[config.mk]
export PLATFORM = sky130hd
export DESIGN_NAME = ram_arbiter
export DESIGN_NICKNAME = d
export VERILOG_FILES = /design/src/rtl/rv32_pkg.sv /design/src/rtl/ram_arbiter.sv
export SDC_FILE = /design/constraint.sdc
export NUM_CORES = 1
export LEC_CHECK = 0
export CAP_MARGIN = 20
export CORE_AREA = 8 8 112 114
export CTS_BUF_LIST = sky130_fd_sc_hd__clkbuf_4
export CTS_CLUSTER_DIAMETER = 200
export CTS_CLUSTER_SIZE = 24
export DETAILED_ROUTE_END_ITERATION = 10
export DIE_AREA = 0 0 120 122
export PLACE_DENSITY_LB_ADDON = 0.25
export SLEW_MARGIN = 15
export SYNTH_ARGS = -nofsm -noshare
export SYNTH_HDL_FRONTEND = slang
export SYNTH_SLANG_ARGS = --single-unit
[constraint.sdc]
create_clock -name clk -period 1.3 [get_ports clk]
set_input_delay 0.13 -clock clk [delete_from_list [all_inputs] [get_ports clk]]
set_output_delay 0.13 -clock clk [all_outputs]
set_load 0.005 [all_outputs]
[src/rtl/rv32_pkg.sv]
// Shared types and constants for the data-RAM arbiter.
package rv32_pkg;

  localparam int DEF_ADDR_W = 32;
  localparam int DEF_DATA_W = 32;

  localparam int PORT_CPU = 0;
  localparam int PORT_EXT = 1;

  typedef enum logic {
    S_CPU_PRI = 1'b0,
    S_EXT_PRI = 1'b1
  } arb_state_t;

endpackage

[src/rtl/ram_arbiter.sv]
// Two-port arbiter for the single data-RAM port: CPU has priority, and the
// external requester is lifted to priority after STARVE_LIMIT denied cycles.
//
// state     | meaning
// S_CPU_PRI | CPU wins on conflict (reset state)
// S_EXT_PRI | external port wins its next access, then priority returns to the CPU
module ram_arbiter
  import rv32_pkg::*;
#(
  parameter int ADDR_W       = DEF_ADDR_W,
  parameter int DATA_W       = DEF_DATA_W,
  parameter int STARVE_LIMIT = 4
) (
  input  logic              clk,
  input  logic              rst,
  input  logic              c_req,
  input  logic              c_we,
  input  logic [ADDR_W-1:0] c_addr,
  input  logic [DATA_W-1:0] c_wdata,
  output logic              c_gnt,
  output logic              c_stall,
  output logic              c_rvalid,
  output logic [DATA_W-1:0] c_rdata,
  input  logic              x_req,
  input  logic              x_we,
  input  logic [ADDR_W-1:0] x_addr,
  input  logic [DATA_W-1:0] x_wdata,
  output logic              x_gnt,
  output logic              x_rvalid,
  output logic [DATA_W-1:0] x_rdata,
  output logic              m_we,
  output logic [ADDR_W-1:0] m_addr,
  output logic [DATA_W-1:0] m_wdata,
  input  logic [DATA_W-1:0] m_rdata
);

  localparam logic [3:0] LIM    = 4'(STARVE_LIMIT);
  localparam logic [3:0] LIM_M1 = 4'(STARVE_LIMIT - 1);

  arb_state_t r_state;
  arb_state_t w_state_nxt;
  logic [3:0] r_starve_cnt;
  logic [3:0] w_starve_nxt;
  logic [1:0] w_gnt;
  logic       w_x_denied;
  logic       r_c_rvalid;
  logic       r_x_rvalid;

  // Grants are forced low while reset is asserted so no RAM write can leak out.
  always_comb begin
    w_gnt        = 2'b00;
    w_x_denied   = 1'b0;
    w_state_nxt  = r_state;
    w_starve_nxt = r_starve_cnt;

    if (rst) begin
      case (r_state)
        S_CPU_PRI: begin
          w_gnt[PORT_CPU] = c_req;
          w_gnt[PORT_EXT] = x_req & ~c_req;
        end
        S_EXT_PRI: begin
          w_gnt[PORT_EXT] = x_req;
          w_gnt[PORT_CPU] = c_req & ~x_req;
        end
      endcase
    end

    w_x_denied = x_req & ~w_gnt[PORT_EXT];

    if (!x_req || w_gnt[PORT_EXT]) begin
      w_starve_nxt = 4'd0;
    end else if (r_starve_cnt < LIM) begin
      w_starve_nxt = r_starve_cnt + 4'd1;
    end

    case (r_state)
      S_CPU_PRI: begin
        if (w_x_denied && (r_starve_cnt == LIM_M1)) w_state_nxt = S_EXT_PRI;
      end
      S_EXT_PRI: begin
        if (w_gnt[PORT_EXT] || !x_req) w_state_nxt = S_CPU_PRI;
      end
    endcase
  end

  always_ff @(posedge clk) begin
    if (!rst) begin
      r_state      <= S_CPU_PRI;
      r_starve_cnt <= 4'd0;
      r_c_rvalid   <= 1'b0;
      r_x_rvalid   <= 1'b0;
    end else begin
      r_state      <= w_state_nxt;
      r_starve_cnt <= w_starve_nxt;
      r_c_rvalid   <= w_gnt[PORT_CPU] & ~c_we;
      r_x_rvalid   <= w_gnt[PORT_EXT] & ~x_we;
    end
  end

  always_comb begin
    m_we    = 1'b0;
    m_addr  = '0;
    m_wdata = '0;
    if (w_gnt[PORT_CPU]) begin
      m_we    = c_we;
      m_addr  = c_addr;
      m_wdata = c_wdata;
    end else if (w_gnt[PORT_EXT]) begin
      m_we    = x_we;
      m_addr  = x_addr;
      m_wdata = x_wdata;
    end
  end

  assign c_gnt    = w_gnt[PORT_CPU];
  assign x_gnt    = w_gnt[PORT_EXT];
  assign c_stall  = c_req & ~w_gnt[PORT_CPU];
  assign c_rvalid = r_c_rvalid;
  assign x_rvalid = r_x_rvalid;
  assign c_rdata  = m_rdata;
  assign x_rdata  = m_rdata;

endmodule

-- Word-level counts from Yosys, hierarchy flattened
Cells that the tools add are included.
- flip-flop bits (word level): 7
- bits of input ports: 166
- output and inout port bits: 134
- word-level logic and storage cells: 36
- add/subtract/negate cells: 1
- order comparisons: 1
- equal/unequal tests: 1
- mux-type cells: 11
- bitwise operators: 14
- reduce and logical (&&, ||, !) cells: 4
- operators by type and width (operator ; number):
    $mux W32 ; 4
    $not A1 Y1 ; 8
    $and A1 B1 Y1 ; 6
    $add A4 B1 Y4 const B ; 1
    $eq A4 B2 Y1 const B ; 1
    $lt A4 B3 Y1 const B ; 1
    $mux W1 ; 4
    $pmux W2 S2 ; 1
    $mux W2 ; 1
    $pmux W1 S2 ; 1
    $reduce_or A2 Y1 ; 1
    $logic_and A1 B1 Y1 ; 1
    $logic_not A1 Y1 ; 1
    $logic_or A1 B1 Y1 ; 1

-- Logic depth before layout (Yosys ltp)
Gate-level depths: netlist (run 1).
- word-level depth: 9
- depth in mapped cells: 5
- gate-level depth less buffers: 3

-- Worst setup path after synthesis (run 1)
Ideal clock, no wire load.
- path kind: register to output
- from: register r_state
- to: output port m_addr[0]
- data arrival time: 1.039 ns
- required time: 1.170 ns
- slack: 0.131 ns
- cell stages (with the launch flop): 6
- path buffers: 2
- cells stage by stage: dfxtp_1 > inv_2 > a21oi_2 > buf_4 > buf_2 > a22o_1
- longest elaborated chain between the ends: 5
- ends and longest elaborated chain (element ; RTL line ; source):
    start, declared ; ram_arbiter.sv:40 ; arb_state_t r_state;
    start signal, assigned ; ram_arbiter.sv:94 ; r_state <= w_state_nxt;
    $not A1 Y1 ; ram_arbiter.sv:57 ; case (r_state)
    $pmux W2 S2 * ; ram_arbiter.sv:57 ;
    $mux W2 * ; ram_arbiter.sv:56 ; if (rst) begin
    $mux W32 ; ram_arbiter.sv:109 ; end else if (w_gnt[PORT_EXT]) begin
    $mux W32 * ; ram_arbiter.sv:105 ; if (w_gnt[PORT_CPU]) begin
    end, declared ; ram_arbiter.sv:32 ; output logic [ADDR_W-1:0] m_addr,
Mark *: on every way between the ends. The rest lies on a longest branch, timed or not.

-- Final worst setup path (run 1)
- from: register r_state
- to: output port m_wdata[1]
- longest elaborated chain between the ends: 5
- ends and longest elaborated chain (element ; RTL line ; source):
    $not A1 Y1 ; ram_arbiter.sv:57 ;
    $pmux W2 S2 * ; ram_arbiter.sv:57 ;
    $mux W2 * ; ram_arbiter.sv:56 ;
    $mux W32 ; ram_arbiter.sv:109 ;
    $mux W32 * ; ram_arbiter.sv:105 ;
    end, declared ; ram_arbiter.sv:33 ; output logic [DATA_W-1:0] m_wdata,
Marks and branches as above.

==> results of run 1 <==
## worst paths after layout
path | from | end | slack (ns)
worst min-delay path | m_rdata[19] | c_rdata[19] | 0.26
worst min register to register | r_starve_cnt[3] | r_starve_cnt[3] | 0.48
worst max-delay path | r_state | m_wdata[1] | -0.36
worst max register to register | r_state | c_rvalid | 0.09
## per-layer routing
layer | vias up | wire, microns | GRT usage
met5 | - | 0 | 0
met3 | 21 | 1166 | 0.05090
li1 | 920 | - | -
met4 | 0 | 186 | 0.03591
met1 | 883 | 4121 | 0.1468
met2 | 153 | 4562 | 0.2141
## critical path, stage by stage, from the launching register on
cell	delay, ns
sky130_fd_sc_hd__dfxtp_4	0.37
sky130_fd_sc_hd__a21oi_4	0.06
sky130_fd_sc_hd__buf_6	0.13
sky130_fd_sc_hd__buf_16	0.12
sky130_fd_sc_hd__buf_12	0.13
sky130_fd_sc_hd__buf_6	0.11
sky130_fd_sc_hd__a22o_1	0.22
sky130_fd_sc_hd__buf_2	0.13
## flip-flops by register name (all words and copies together), names as in the netlist
register	flops
r_starve_cnt	4
r_state	1
x_rvalid	1
c_rvalid	1
## layout by cell type (no fill, tap or decap), drive strengths merged, types with 2 or more instances in the layout
master and instances:
buf 103, dfxtp 7, a22o 65, nand2 4, dlygate4sd2 3, clkbuf 5, a21oi 4, clkdlybuf4s50 132
nor2b 3, nor2 5, inv 2
## through the flow
| stage | setup WS [ns] | std cells | hold WS, ns | utilization |
|---|---|---|---|---|
| 2_1_floorplan | 0.1310 | 172 | 0.2016 | - |
| 3_3_place_gp | -0.6927 | 444 | 0.2601 | 0.2949 |
| 3_5_place_dp | -0.7352 | 444 | 0.2601 | 0.2949 |
| 4_1_cts | -0.4629 | 482 | 0.2601 | 0.3202 |
| 5_1_grt | -0.4210 | 479 | 0.2600 | 0.3150 |
| 6_report | -0.3580 | 479 | 0.2600 | 0.3150 |
## cells by family after synthesis
kind of cell | Yosys count | share of synthesized area
buffers and inverters | 80 | 0.4092
AO/OA/AOI/OAI | 70 | 0.4326
AND/OR/NAND/NOR | 13 | 0.04227
flip-flops | 7 | 0.1007
XOR/XNOR | 1 | 0.006296
adder cells (fa/ha/maj) | 1 | 0.008991
## timing repair
action | CTS | global route
gates resized for setup | 305 | 11
endpoints found under the setup margin | 68 | 68
cloned | 10 | 2
hold endpoints to repair | 0 | 0
pin swaps | 23 | 13
setup buffers | 24 | 4
## power groups by stage
stage	Clock, mW	Combinational [mW]	Sequential, mW
2_1_floorplan	0	0.366	0.225
3_3_place_gp	0	0.924	0.224
3_5_place_dp	0	0.928	0.225
4_1_cts	0.212	1.02	0.220
5_1_grt	0.217	1.05	0.218
6_report	0.199	0.981	0.218
## area by class of cell
class                           instances  area, sq um  area share
Inverter                                2        7.507    0.002228
Timing Repair Buffer                  241         2308      0.6851
Clock inverter                          1        5.005    0.001485
Clock buffer                            3        22.52    0.006684
Sequential cell                         7        143.9     0.04270
Tap cell                              140        175.2     0.05199
Multi-Input combinational cell         85        706.9      0.2098
==> flow_summary.ini, run 1 <==
[timing]
report.final.slew_viol_count = 0
setup_slack_ns = -0.3580
transition_at_the_pin_with_the_smallest_max_transition_slack_ns = 0.2330
rsz_0062_raised_after_global_routing = true
hold_viol = 0
post-route-min-period_ns = 1.658
timing.max_slew.rel_slack = 0.8442
final_min_period_over_clock_period = 1.275
finalSetupViolations = 68
timing.clock.skew_ns = 0.01148
finalSetupTns_ns = -18.53
max_freq_mhz = 603.1

[logic_synthesis]
warnings_from_yosys = 0
synthMostInstantiatedCell = sky130_fd_sc_hd__buf_4
post_synth_inst_count = 172
synth.top_cells.by_count = sky130_fd_sc_hd__buf_4 (69), sky130_fd_sc_hd__a22o_1 (65), sky130_fd_sc_hd__buf_2 (8), sky130_fd_sc_hd__dfxtp_1 (7), sky130_fd_sc_hd__nor2_1 (5)
ys_types = 16
ys_seq_area_frac = 0.1007
top_cells_by_area_in_the_synthesized_netlist = sky130_fd_sc_hd__a22o_1 (41%), sky130_fd_sc_hd__buf_4 (37%), sky130_fd_sc_hd__dfxtp_1 (10%)
postSynth.topFlopCell = sky130_fd_sc_hd__dfxtp_1
syn_area_sq_um = 1391
synthArstFlopShare = 0
ys_ff_latch = 7
yosys.area.top_type = sky130_fd_sc_hd__a22o_1
postSynthNetCount = 339
synth-edff-count = 0
syn_avg_cell_area_sq_um = 8.089
synth.top_cell.area_share = 0.4092

[finish]
antenna-diode-count = 0
fill_cells = 1149
final_layout_size_suffix_gt1_frac = 0.3422
layout.cell_area.non_filler_sq_um = 3369
finalNetCount = 507
area_growth_syn_to_fin_pct = 142.2

[power_and_ir_drop]
combPwrFrac = 0.702
power.sequential.fraction = 0.156
cellInternalPower_mw = 1.008
peakVddDrop_mv = 0.1994
switching_share = 0.2785
power_density_nw_per_um2 = 414.8
static-leakage-power_nw = 1.516
proportion_of_power_drawn_by_the_clock_network = 0.143
switching_power_uw = 389.3
power.total_mw = 1.398

[die]
num_io_pins = 300
die_h_microns = 122
fp-row-count = 38
die_width_microns = 120
area_of_the_die_sq_um = 14640
floorplan.initialDensity = 0.1301
core-area_sq_um = 10700

[hold_path]
hold_path_depth = 0
hold_path_class = primary input to output pin

[global_route]
antenna_found_initial = 0
globalRouteOverflowTotal = 0
grt.total_usage = 0.1273
first_global_vias = 2246
grt_pass1_wl_microns = 14210
grt_start_max_net_pins = 17

[clock_network]
cts_hold_repair.buffers = 0
cts_sinks = 7
cts_tree = yes
worst_skew_pair_later_pin_latency_ns = 0.26
maximum_buffer_depth_of_the_clock_tree = 2
ctsHtreeMaxLevel = 1
clock_tree.root_cell = sky130_fd_sc_hd__clkbuf_4
clk_pin_slew_ns = 0.06
cts-buffers-inserted = 3

[routing]
drt_pre_antenna_iters = 4
route.vias.total = 1977
dr.first_iter.drc_count = 51
number_of_vias_per_cell = 4.127
drt_drc_violations_left = 0
route.antenna.remaining_nets = 0
routed_wire_length_per_instance_microns = 20.95
wl_microns = 10040

[critical_path]
crit_arrival_ns = 1.53
critical_path_required_time_ns = 1.17
cp-start-kind = flip-flop
path_max_fanout = 6
timing.reg2reg.worst_path_depth = 5
criticalPathCategory = flip-flop to output pin
critical_path.endpoint_type = output pin

[run]
drv_cap = 0

[placed_design]
io_buffers = 203
routabilityCongestion = 0.6967
postPlaceCellArea_sq_um = 3154
hpwlAfterDp_microns = 6767

[run_status]
status = finished with violations
violations = setup timing
Note: power is estimated with default switching activity, not from simulation.
==> run 2: changes to the inputs <==
Settings changed: CORE_AREA 8 8 112 114 to 2 2 115 117, DIE_AREA 0 0 120 122 to 0 0 117 119.
==> run 2 against run 1 <==
Net effect: the flow still finishes with violations (setup timing); via count down 1.5%; utilization down 5.0 points; count of clock-buffer cells in the layout up 1; register-to-register slack about the same; critical path depth is the same; critical path type unchanged; largest cell class unchanged; largest power group unchanged; highest routed layer unchanged.
==> flow_summary.ini, run 2 (synthesis results as in run 1) <==
[clock_network]
ctsHtreeMaxLevel = 1
cts-buffers-inserted = 3
cts_hold_repair.buffers = 0
worst_skew_pair_later_pin_latency_ns = 0.25
clock_tree.root_cell = sky130_fd_sc_hd__clkbuf_4
cts_sinks = 7
clk_pin_slew_ns = 0.05
cts_tree = yes
maximum_buffer_depth_of_the_clock_tree = 2

[run_status]
violations = setup timing
status = finished with violations

[power_and_ir_drop]
static-leakage-power_nw = 1.502
peakVddDrop_mv = 0.2225
power_density_nw_per_um2 = 410.8
power.total_mw = 1.399

[timing]
timing.max_slew.rel_slack = 0.8430
post-route-min-period_ns = 1.690
setup_slack_ns = -0.3898
transition_at_the_pin_with_the_smallest_max_transition_slack_ns = 0.2350
final_min_period_over_clock_period = 1.300
hold_viol = 0
timing.clock.skew_ns = 0.003659
rsz_0062_raised_after_global_routing = true
max_freq_mhz = 591.8
fin_hold_ws_ns = 0.2600
finalSetupTns_ns = -21.43
finalSetupViolations = 68
report.final.slew_viol_count = 0

[critical_path]
crit_arrival_ns = 1.56
critical_path.endpoint_type = output pin
critical_path.most_common_cell = sky130_fd_sc_hd__buf_12
slowest_delay_ns = 0.35
cell_at_the_slowest_stage_of_the_critical_path = sky130_fd_sc_hd__dfxtp_4
reg2reg_setup_slack_ns = 0.09
crit_chain = buf_6 -> a21oi_4 -> buf_12 -> buf_12 -> clkbuf_16 -> a22o_1 -> clkbuf_2
worstPathBufferInverterCount = 5
cp-start-kind = flip-flop
critical_path_required_time_ns = 1.17
top_family_by_delay_on_critical_path = buffers and inverters
crit-reg2reg-launch = r_state
timing.reg2reg.worst_path_depth = 6
rr_endpoint = x_rvalid
criticalPathCategory = flip-flop to output pin
path_max_fanout = 7

[routing]
wl_microns = 8688
drt_drc_violations_left = 0
number_of_vias_per_cell = 3.803
drt_pre_antenna_iters = 3
dr.first_iter.drc_count = 22
routed_wire_length_per_instance_microns = 16.97
route.vias.total = 1947
route.antenna.remaining_nets = 0

[global_route]
grt_pass1_wl_microns = 11210
grt_start_max_net_pins = 29
globalRouteOverflowTotal = 0
groute.layer.met2.usage = 0.2186
first_global_vias = 2030
antenna_found_initial = 0
grt-busiest-layer = met2
gr-usage-met1 = 0.1070
gr-usage-met3 = 0.02239
grt.total_usage = 0.1082

[hold_path]
hold_path_startpoint = m_rdata[7]
hold_path_depth = 0
hold_path_class = primary input to output pin
worst_hold_path.endpoint = x_rdata[7]

[placed_design]
place.detailed.instances = 480
io_buffers = 203
hpwlAfterDp_microns = 5546
postPlaceCellArea_sq_um = 3199
routabilityCongestion = 0.7697
place_worst_setup_slack_ns = -0.7089

[finish]
largest_register_ffs = 4
final_core_utilization = 0.2645
layout.cell_area.non_filler_sq_um = 3406
most-common-layout-cells = sky130_fd_sc_hd__clkdlybuf4s50_1 (132), sky130_fd_sc_hd__a22o_1 (65), sky130_fd_sc_hd__buf_2 (61)
antenna-diode-count = 0
layout_commonest_cell = sky130_fd_sc_hd__clkdlybuf4s50_1
area_growth_syn_to_fin_pct = 144.8
final_cell_count_no_fill = 512
max_flop_register = r_starve_cnt
final_layout_size_suffix_gt1_frac = 0.3333
finalNetCount = 504

[die]
floorplan.initialDensity = 0.1081
num_io_pins = 300
die_h_microns = 119
core-area_sq_um = 12870
die_width_microns = 117
area_of_the_die_sq_um = 13920
fp-row-count = 42

[run]
drv_cap = 0
-- run 2: worst register-to-register path: stages, from the launching register on --
cell and delay, ns:
sky130_fd_sc_hd__dfxtp_4 0.36, sky130_fd_sc_hd__inv_4 0.04, sky130_fd_sc_hd__a21oi_4 0.24, sky130_fd_sc_hd__buf_12 0.17, sky130_fd_sc_hd__buf_12 0.12, sky130_fd_sc_hd__buf_6 0.11
sky130_fd_sc_hd__nor2b_1 0.11
-- run 2: worst max-delay path by stage --
stage                     startpoint          end  slack [ns]  cells after the start
final                        r_state  m_wdata[10]       -0.39                      7
after CTS                    r_state    m_addr[5]       -0.46                      9
after floorplan              r_state    m_addr[0]        0.13                      5
after global placement           rst  m_wdata[13]       -0.72                      6
after detailed placement         rst  m_wdata[13]       -0.71                      6
after global routing         r_state   m_addr[19]       -0.47                      7
-- run 2: per-layer routing --
| metal | wire length (microns) | part of all wire |
|---|---|---|
| met4 | 191 | 0.022 |
| met3 | 881 | 0.10 |
| met2 | 4592 | 0.53 |
| met5 | 0 | 0 |
| met1 | 3023 | 0.35 |
-- run 2: power breakdown --
part	switching, mW	internal, mW	leakage, nW
Combinational	0.292	0.671	1.43
Clock	0.0796	0.138	0.0184
Sequential	0.00149	0.216	0.0576
-- run 2: cell type report --
cell class	count	area, sq um
Clock buffer	4	30.03
Tap cell	176	220.2
Multi-Input combinational cell	85	699.4
Inverter	2	10.01
Sequential cell	7	143.9
Fill cell	1421	9469
Timing Repair Buffer	238	2302
-- run 2: timing repair --
action / in CTS / in global routing
setup endpoints to repair: 68 / 69
gates resized for setup: 277 / 28
pin swaps: 17 / 32
setup buffers: 20 / 2
gates cloned: 11 / 3
==> run 3: changes to the inputs <==
Settings changed: CTS_CLUSTER_SIZE 24 to 8, SLEW_MARGIN 15 to not set.
==> results of run 3 <==
Final layout, timing and power as in run 2 (identical DEF).
